==> config.mk <==
export PLATFORM = sky130hd
export DESIGN_NAME = mem_port_arbiter
export DESIGN_NICKNAME = d
export VERILOG_FILES = /design/src/rtl/mem_port_arbiter.sv
export SDC_FILE = /design/constraint.sdc
export NUM_CORES = 1
export LEC_CHECK = 0
export CAP_MARGIN = 30
export CORE_MARGIN = 4
export CORE_UTILIZATION = 19
export DETAILED_ROUTE_END_ITERATION = 12
export GPL_ROUTABILITY_DRIVEN = 0
export HOLD_SLACK_MARGIN = 0.06
export PLACE_DENSITY_LB_ADDON = 0.08
export SLEW_MARGIN = 5
export SYNTH_ARGS = -nofsm -noshare
export SYNTH_HDL_FRONTEND = slang
export SYNTH_SLANG_ARGS = --single-unit
==> constraint.sdc <==
create_clock -name clk -period 1.4 [get_ports clk]
set_clock_uncertainty 0.2 [all_clocks]
set_input_delay 0.21 -clock clk [delete_from_list [all_inputs] [get_ports clk]]
set_output_delay 0.21 -clock clk [all_outputs]
set_load 0.02 [all_outputs]
==> src/rtl/mem_port_arbiter.sv <==
// Two-requester arbiter for one synchronous single-port memory: CPU port (r0) has priority,
// the DMA/loader port (r1) gets anti-starvation forcing and burst locking.
module mem_port_arbiter #(
   parameter int STARVE_LIMIT = 4
) (
   input  logic        clk,
   input  logic        rst_n,
   input  logic        r0_req,
   input  logic        r0_we,
   input  logic [15:0] r0_addr,
   input  logic [15:0] r0_wdata,
   output logic        r0_gnt,
   output logic        r0_rvalid,
   output logic [15:0] r0_rdata,
   input  logic        r1_req,
   input  logic        r1_we,
   input  logic [15:0] r1_addr,
   input  logic [15:0] r1_wdata,
   input  logic        r1_lock,
   output logic        r1_gnt,
   output logic        r1_rvalid,
   output logic [15:0] r1_rdata,
   output logic        mem_read_en,
   output logic        mem_write_en,
   output logic [15:0] mem_addr,
   output logic [15:0] mem_write_data,
   input  logic [15:0] mem_read_data,
   output logic [3:0]  starve_cnt
);

   // Handshake: rN_req/we/addr/wdata are held by the requester until rN_gnt is seen high
   // in the same cycle; that cycle is the transfer. A granted read returns rN_rvalid with
   // rN_rdata exactly one cycle later; writes produce no response.

   localparam logic [3:0] LP_LIMIT = 4'(STARVE_LIMIT);

   logic       r_owner;
   logic [3:0] r_starve_cnt;
   logic [1:0] r_rsel;

   logic w_req0;
   logic w_req1;
   logic w_force1;
   logic w_gnt0;
   logic w_gnt1;

   // Grants are combinational, so they must be masked while reset is held.
   assign w_req0   = r0_req & rst_n;
   assign w_req1   = r1_req & rst_n;
   assign w_force1 = w_req1 & (r_owner | (r_starve_cnt >= LP_LIMIT));
   assign w_gnt1   = w_req1 & (w_force1 | ~w_req0);
   assign w_gnt0   = w_req0 & ~w_force1;

   assign r0_gnt     = w_gnt0;
   assign r1_gnt     = w_gnt1;
   assign starve_cnt = r_starve_cnt;

   always_comb begin
      mem_read_en    = 1'b0;
      mem_write_en   = 1'b0;
      mem_addr       = '0;
      mem_write_data = '0;
      if (w_gnt0) begin
         mem_read_en    = ~r0_we;
         mem_write_en   = r0_we;
         mem_addr       = r0_addr;
         mem_write_data = r0_wdata;
      end else if (w_gnt1) begin
         mem_read_en    = ~r1_we;
         mem_write_en   = r1_we;
         mem_addr       = r1_addr;
         mem_write_data = r1_wdata;
      end
   end

   always_ff @(posedge clk or negedge rst_n) begin
      if (!rst_n) begin
         r_owner      <= 1'b0;
         r_starve_cnt <= '0;
         r_rsel       <= '0;
      end else begin
         if (w_req1 && !w_gnt1)
            r_starve_cnt <= (r_starve_cnt == 4'hF) ? r_starve_cnt : r_starve_cnt + 4'd1;
         else
            r_starve_cnt <= '0;

         if (w_gnt1 && r1_lock)
            r_owner <= 1'b1;
         else if (!r1_lock || !r1_req)
            r_owner <= 1'b0;

         r_rsel <= {w_gnt1 & ~r1_we, w_gnt0 & ~r0_we};
      end
   end

   // Read return routing: only the port that issued last cycle's read sees data.
   assign r0_rvalid = r_rsel[0];
   assign r1_rvalid = r_rsel[1];
   assign r0_rdata  = r_rsel[0] ? mem_read_data : '0;
   assign r1_rdata  = r_rsel[1] ? mem_read_data : '0;

endmodule

### After elaboration in Yosys (flattened, before gate mapping)

Cells that the tools add are included.

| word-level totals | value |
|---|---|
| bits of input ports | 87 |
| output and inout bits | 74 |
| memories | 0 |
| bits in read-only memories | 0 |
| logic and storage cells | 41 |
| latch bits | 0 |
| flip-flop bits (word level) | 7 |
| memory bits (writable) | 0 |

| operators by class | value |
|---|---|
| $mul | 0 |
| add/subtract/negate cells | 1 |
| shift-type cells | 0 |
| mux-type cells | 14 |
| div/mod/pow operators | 0 |
| reductions and logical operators | 7 |
| bitwise logic cells | 13 |
| eq/ne operators | 2 |
| order comparisons | 1 |

Operators with widths:

| cell | count |
|---|---|
| two-way mux 16 bit | 6 |
| two-way mux 4 bit | 2 |
| bitwise AND 1 bit | 7 |
| two-way mux 1 bit | 6 |
| adder 4 x 1 -> 4 bit (second input constant) | 1 |
| == test 4 bit (second input constant) | 1 |
| >= comparator 4 x 3 -> 1 bit (second input constant) | 1 |
| NOT 1 bit | 4 |
| logical NOT 1 bit | 3 |
| logical AND 1 bit | 2 |
| != test 2 bit (second input constant) | 1 |
| bitwise OR 1 bit | 2 |
| nonzero test 2 bit | 1 |
| logical OR 1 bit | 1 |

### Depth between registers and ports, before layout

Gate-level depths: netlist of the first run.

| depth | value |
|---|---|
| depth in word-level cells | 8 |
| gate-level depth with buffers | 5 |
| gate-level depth less buffers | 4 |

### Worst setup path before layout of the first run

OpenSTA, ideal clock, no wires.

| timing | value |
|---|---|
| path kind | register to output |
| start point | reg r_starve_cnt[3] (netlist: starve_cnt[3]) |
| end point | out mem_addr[0] |
| cell stages (with the launch flop) | 6 |
| data arrival time | 1.377 ns |
| required time | 0.990 ns |
| buffers on the path | 1 |
| setup slack | -0.387 ns |
| path through | dfrtp_1 o31ai_2 nand3_2 clkinv_4 buf_12 a22o_1 |

RTL lines:

| what | line | source |
|---|---|---|
| from (decl) | 38 | `logic [3:0] r_starve_cnt;` |
| from (signal assigned) | 83 | `r_starve_cnt <= (r_starve_cnt == 4'hF) ? r_starve_cnt : r_starve_cnt + 4'd1;` |
| >= comparator 4 x 3 -> 1 bit | 50 | `assign w_force1 = w_req1 & (r_owner \| (r_starve_cnt >= LP_LIMIT));` |
| bitwise OR 1 bit | 50 |  |
| bitwise AND 1 bit | 50 |  |
| NOT 1 bit | 52 | `assign w_gnt0 = w_req0 & ~w_force1;` |
| bitwise AND 1 bit | 52 |  |
| named net r0_gnt | 12 | `output logic r0_gnt,` |
| two-way mux 16 bit | 63 | `if (w_gnt0) begin` |
| to (decl) | 25 | `output logic [15:0] mem_addr,` |

The timed path passes the listed nets, and every way through them passes these cells.

### Worst setup path after layout of the first run

| timing | value |
|---|---|
| start point | reg r_starve_cnt[2] (netlist: starve_cnt[2]) |
| end point | out mem_write_en |

| between the ends | value |
|---|---|
| word-level cells in the longest chain between the ends | 7 |

Ends and longest elaborated chain:

| what | line | source |
|---|---|---|
| >= comparator 4 x 3 -> 1 bit * | 50 |  |
| bitwise OR 1 bit * | 50 |  |
| bitwise AND 1 bit * | 50 |  |
| bitwise OR 1 bit | 51 | `assign w_gnt1 = w_req1 & (w_force1 \| ~w_req0);` |
| bitwise AND 1 bit | 51 |  |
| two-way mux 1 bit | 68 | `end else if (w_gnt1) begin` |
| two-way mux 1 bit * | 63 |  |
| to (decl) | 24 | `output logic mem_write_en,` |

Mark *: on every way between the ends. The rest lies on a longest branch, timed or not.

==> impl_metrics.json, run 1 <==
{
  "min_to": "r_rsel[0]",
  "setup_slack_ps": -626,
  "antenna_cells": 0,
  "h-tree-depth": 1,
  "wl_met2_mm": 2.97,
  "dieArea_um2": 5940,
  "finalSetupViolCount": 71,
  "p_sw_frac": 0.307,
  "track_usage": 0.164,
  "rsz0062_at_grt": "true",
  "p_comb_frac": 0.661,
  "ff2ff_path_depth": 10,
  "required_ps": 990,
  "min-delay-start": "rst_n",
  "internal_power_mw": 1.02,
  "routed_wl_mm": 5.49,
  "peakVddDrop_uv": 305,
  "cp_cell_sequence": "nor3_4, a21o_2, inv_4, buf_12, a22o_2, buf_2",
  "wl_met3_um": 672,
  "synth_area_leaders": "a22o_1 (28%), and2_1 (22%), dfrtp_1 (19%)",
  "ff2ff_setup_slack_ps": -380,
  "post-route-util": 0.747,
  "die_h_um": 77.1,
  "first_iter_violations": 25,
  "ys_seq_area_frac": 0.193,
  "ant_nets": 0,
  "crit_fanout": 14,
  "yosysTopAreaCell": "a22o_1",
  "path_clk_slew_ps": 40,
  "ys_types": 23,
  "placed_cells": 319,
  "cp-end-kind": "output pin",
  "drc_errors": 0,
  "finalHoldViolCount": 0,
  "slew_violations": 0,
  "std_cell_rows": 24,
  "avgSynthCellArea_um2": 8.97,
  "clock_path_buffers": 2,
  "grt_pass1_wl_mm": 7.87,
  "cts.sinks": 7,
  "chipWidth_um": 77.1,
  "p_leak_nw": 1.59,
  "placed_cell_area_um2": 2910,
  "final_cells": 339,
  "post-route-period-util": 1.45,
  "initial_core_util": 0.202,
  "overflow": 0,
  "post-route-min-period_ps": 2030,
  "dp_slack_ps": -1030,
  "fin_hold_ws_ps": 262,
  "cts_made_buffers": 3,
  "root_buffer": "clkbuf_8",
  "max_freq_ghz": 0.494,
  "grt_pass1_vias": 1601,
  "hold_depth": 4,
  "worstPathArrival_ps": 1620,
  "violations": "setup timing",
  "synth_top_area_share": 0.280,
  "fin_nets": 376,
  "p_clk_frac": 0.189,
  "wl_met1_mm": 1.82,
  "first_pass_iters": 2,
  "dr.max_layer_used": "met4",
  "critical_path_class": "reg -> out",
  "sequentialPowerShare": 0.150,
  "antenna_found_initial": 0,
  "reg2reg_from": "starve_cnt[2]",
  "crit_path_start_kind": "flop",
  "drive_above_1_share": 0.627,
  "r2r-end": "starve_cnt[1]",
  "hold_class": "in -> reg",
  "grt_start_max_net_pins": 15,
  "max-cap-violations": 0,
  "p_sw_uw": 450,
  "yosysWarnings": 0,
  "max_stage_delay_ps": 450,
  "dpl.hpwl_mm": 4.27,
  "io_pins": 161,
  "syn-cell-area_um2": 906,
  "area_growth_pct": 269,
  "power_density_nw_per_um2": 439,
  "wire_per_inst_um": 16.2,
  "cts_tree": "built",
  "vias": 1573,
  "crit_slowest_cell": "dfrtp_2",
  "io_buffer_count": 160,
  "netlist_instances": 101,
  "synth_seq_cells": 7,
  "insertion_delay_ps": 220,
  "viasPerCell": 4.64,
  "core_um2": 4470,
  "final_area_um2": 3340,
  "synth_nets": 189,
  "status": "complete, but fails checks"
}
-- timing repair --
item,4_1_cts,5_1_grt
setup endpoints to repair,74,76
endpoints found under the hold margin,0,7
resized for setup,393,84
setup buffers,12,2
hold buffers,0,1
cloned,0,2
pin swaps,5,19
-- worst max path at each step --
| stage | startpoint | endpoint | slack (ps) | cells past startpoint |
|---|---|---|---|---|
| after floorplan | starve_cnt[2] | mem_addr[0] | -270 | 5 |
| after global placement | r1_req | mem_write_en | -1020 | 7 |
| after detailed placement | r1_req | mem_addr[8] | -1030 | 7 |
| after CTS | r_owner | mem_write_en | -630 | 6 |
| after global routing | starve_cnt[2] | mem_write_en | -690 | 6 |
| final | starve_cnt[2] | mem_write_en | -630 | 6 |
-- critical path, delay by kind of cell, from the launching register on --
kind	cells	cell delay, ps
flip-flops	1	450
AO/OA/AOI/OAI	2	390
AND/OR/NAND/NOR	1	190
buffers and inverters	3	360
-- per-layer routing --
metal / track usage / up-vias
met5: 0 / -
met4: 0.0391 / 0
met3: 0.0785 / 2
met2: 0.308 / 108
met1: 0.159 / 712
li1: - / 751
-- area by class of cell --
type	count	area, um^2
flip-flops and latches	7	180
clock buffers	4	45.0
inverters	3	18.8
repair buffers	190	2060
multi-input cells	83	978
fillers	324	1130
well taps	52	65.1
-- cells by family (layout without fill, tap and decap cells) --
group	Yosys count	count (layout)	share of synthesized area
mux	1	1	0.0111
compound gates	37	37	0.363
other cells	1	1	0.00414
flops	7	7	0.193
simple gates	43	43	0.285
fa+ha+maj	1	1	0.0138
buf+inv	11	197	0.130
-- cells in the mapped netlist (all sizes together) --
master,number
a21boi,1
a21o,1
a22o,33
and2,32
buf,6
clkbuf,2
clkinv,1
conb,1
dfrtp,7
ha,1
inv,2
mux2i,1
nand2,2
nand3,2
nand4,1
nor2,5
nor3,1
o22ai,1
o31ai,1
-- power groups by stage --
stage	Combinational, mW	Sequential [mW]	Clock, mW
floorplan	0.352	0.224	0
global placement	0.848	0.219	0
detailed placement	0.852	0.219	0
CTS	0.908	0.217	0.281
global route	1.02	0.221	0.287
finish	0.971	0.220	0.277
-- sequential cells by signal, indices dropped and copies added (netlist names) --
name / flops
r_owner: 1
r_rsel: 2
starve_cnt: 4
-- through the flow --
stage	power, mW	TNS, ps
6_report	1.47	-25980
4_1_cts	1.41	-25660
3_3_place_gp	1.07	-49080
3_5_place_dp	1.07	-49860
2_1_floorplan	0.576	-8920
5_1_grt	1.53	-29090
-- cell usage in the layout (no fill, tap or decap) --
master,count
nor2_2,1
nand2_1,2
dfrtp_2,4
nor2_1,4
clkdlybuf4s50_1,84
dlygate4sd3_1,1
a22o_4,29
dfrtp_1,3
clkdlybuf4s15_1,1
conb_1,1
a21boi_0,1
inv_1,1
buf_12,6
buf_6,77
buf_2,6
a21o_2,1
o31ai_4,1
dlygate4sd2_1,3
clkinv_4,1
ha_1,1
clkbuf_1,1
dlymetal6s2s_1,1
o22ai_4,1
nor3_4,1
buf_8,3
nand3_2,1
clkbuf_8,3
a22o_2,4
nand3_1,1
and2_4,32
buf_4,6
inv_4,1
clkbuf_16,2
mux2i_1,1
nand4_1,1
(Power assumes the default switching activity.)
==> run 2, diff against run 1 <==
- SLEW_MARGIN: 5 -> unset
==> results of run 2 <==
Same layout as run 1: the final DEF is identical, and so are final timing and power.
==> run 3, diff against run 2 <==
==> constraint.sdc (replaced) <==
create_clock -name clk -period 1.4 [get_ports clk]
set_clock_uncertainty 0.2 [all_clocks]
set_input_delay 0.42 -clock clk [delete_from_list [all_inputs] [get_ports clk]]
set_output_delay 0.42 -clock clk [all_outputs]
set_load 0.02 [all_outputs]
==> run 3 against run 2 <==
The flow still finishes with violations (setup timing). Setup slack got worse by 260 ps. Critical endpoint is now mem_write_data[11]. Design area fell by 2.3%. Sequential power barely moved. Combinational power fell by 5.3%. Wire length fell by 1.6%. Largest power group unchanged. Register-to-register slack improved by 330 ps. First-iteration DRC count fell by 4.0%. Cell count rose by 0.88%. Clock-buffer cell count did not move. Hold slack got worse by 57 ps. Clock power rose by 2%.
==> impl_metrics.json, run 3 (synthesis results as in run 1) <==
{
  "tns_ps": -41700,
  "final_cells": 342,
  "required_ps": 780,
  "power_density_nw_per_um2": 435,
  "overflow": 0,
  "chipWidth_um": 77.1,
  "final_common_cell": "buf_6",
  "violations": "setup timing",
  "path_clk_slew_ps": 40,
  "cts_tree": "built",
  "p_sw_frac": 0.315,
  "post-route-period-util": 1.63,
  "p_comb_frac": 0.647,
  "reg2reg_from": "starve_cnt[3]",
  "wire_per_inst_um": 15.8,
  "grt_use_met2": 0.334,
  "max_stage_delay_ps": 440,
  "grt_use_met1": 0.170,
  "p_sw_uw": 447,
  "track_usage": 0.168,
  "finalHoldViolCount": 0,
  "drive_above_1_share": 0.652,
  "largest_reg_flops": 4,
  "finalSetupViolCount": 75,
  "cp_cell_sequence": "nor3_4, a21o_2, inv_4, buf_12, a22o_4, buf_4",
  "internal_power_uw": 974,
  "post-route-min-period_ps": 2280,
  "grt_pass1_wl_mm": 8.16,
  "peakVddDrop_uv": 397,
  "insertion_delay_ps": 230,
  "drc_errors": 0,
  "hold_class": "in -> async",
  "dp_slack_ps": -1480,
  "p_clk_frac": 0.199,
  "vias": 1547,
  "cts_made_buffers": 3,
  "antenna_cells": 0,
  "viasPerCell": 4.52,
  "routed_wl_mm": 5.40,
  "cts.sinks": 7,
  "fin_hold_ws_ps": 206,
  "die_h_um": 77.1,
  "placed_cells": 325,
  "met3_usage": 0.0468,
  "root_buffer": "clkbuf_8",
  "postCtsHoldBufs": 0,
  "crit_fanout": 11,
  "multi_input_area_um2": 981,
  "core_um2": 4470,
  "rsz0062_at_grt": "true",
  "ff_latch_area_um2": 180,
  "first_pass_iters": 2,
  "h-tree-depth": 1,
  "ant_nets": 0,
  "cp-end-kind": "output pin",
  "std_cell_rows": 24,
  "area_growth_pct": 261,
  "final_cell_mix": "buf_6 (68), clkdlybuf4s50_1 (67), and2_4 (32)",
  "crit_slowest_cell": "dfrtp_2",
  "clock_path_buffers": 2,
  "ff2ff_path_depth": 5,
  "max_freq_ghz": 0.438,
  "crit_path_start_kind": "flop",
  "grt_start_max_net_pins": 12,
  "fillers": 345,
  "max-cap-violations": 0,
  "dpl.hpwl_mm": 4.31,
  "sequentialPowerShare": 0.154,
  "fin_nets": 379,
  "antenna_found_initial": 0,
  "r2r-end": "r_owner",
  "critical_path_class": "reg -> out",
  "slew_violations": 0,
  "ff2ff_setup_slack_ps": -50,
  "initial_core_util": 0.202,
  "io_pins": 161,
  "io_buffer_count": 160,
  "dieArea_um2": 5940,
  "status": "complete, but fails checks",
  "grt_pass1_vias": 1622,
  "first_iter_violations": 24,
  "p_leak_nw": 1.60,
  "worstPathArrival_ps": 1660,
  "top_usage_layer": "met2",
  "setup_slack_ps": -885
}
-- run 3: layout make-up --
type | instances | area share
Timing Repair Buffer | 193 | 0.605
Multi-Input combinational cell | 83 | 0.300
Sequential cell | 7 | 0.0552
Tap cell | 52 | 0.0199
Clock buffer | 4 | 0.0138
Inverter | 3 | 0.00574
-- run 3: repair_timing --
item / in CTS / in global routing
endpoints found under the setup margin: 80 / 76
pin swaps: 7 / 10
buffers inserted: 16 / 4
gates cloned: 1 / 0
resized for setup: 451 / 28
-- run 3: how the worst max path moves through the flow --
| stage | cells past startpoint | from | endpoint |
|---|---|---|---|
| after floorplan | 5 | starve_cnt[2] | mem_addr[0] |
| after global placement | 7 | r1_req | mem_write_data[15] |
| after detailed placement | 7 | r1_req | mem_write_data[15] |
| after CTS | 7 | rst_n | mem_write_data[13] |
| after global routing | 6 | starve_cnt[3] | mem_addr[0] |
| final | 6 | starve_cnt[3] | mem_write_data[11] |
-- run 3: power groups by stage --
stage               combinational, mW  clock [mW]  sequential, mW
floorplan                       0.368           0           0.225
global placement                0.871           0           0.221
detailed placement              0.874           0           0.221
CTS                             0.911       0.287           0.216
global route                    0.968       0.305           0.220
finish                          0.920       0.282           0.219
-- run 3: worst max-delay path, delay by kind of cell (launching register included) --
family / cells / cell delay, ps
AO/OA/AOI/OAI: 2 / 400
buffers and inverters: 3 / 370
flip-flops: 1 / 440
AND/OR/NAND/NOR: 1 / 220
-- run 3: metal layers --
layer / vias to the layer above / wire length, um
li1: 757 / -
met1: 692 / 1820
met2: 90 / 3050
met3: 8 / 448
met4: 0 / 76
met5: - / 0
-- run 3: metrics by stage --
| stage | instance area (um^2) | power [mW] | utilization |
|---|---|---|---|
| 6_report | 3270 | 1.42 | 0.730 |
| 5_1_grt | 3270 | 1.49 | 0.730 |
| 4_1_cts | 3230 | 1.41 | 0.722 |
| 3_5_place_dp | 3010 | 1.10 | 0.672 |
| 3_3_place_gp | 3010 | 1.09 | 0.672 |
| 2_1_floorplan | 1250 | 0.593 | - |
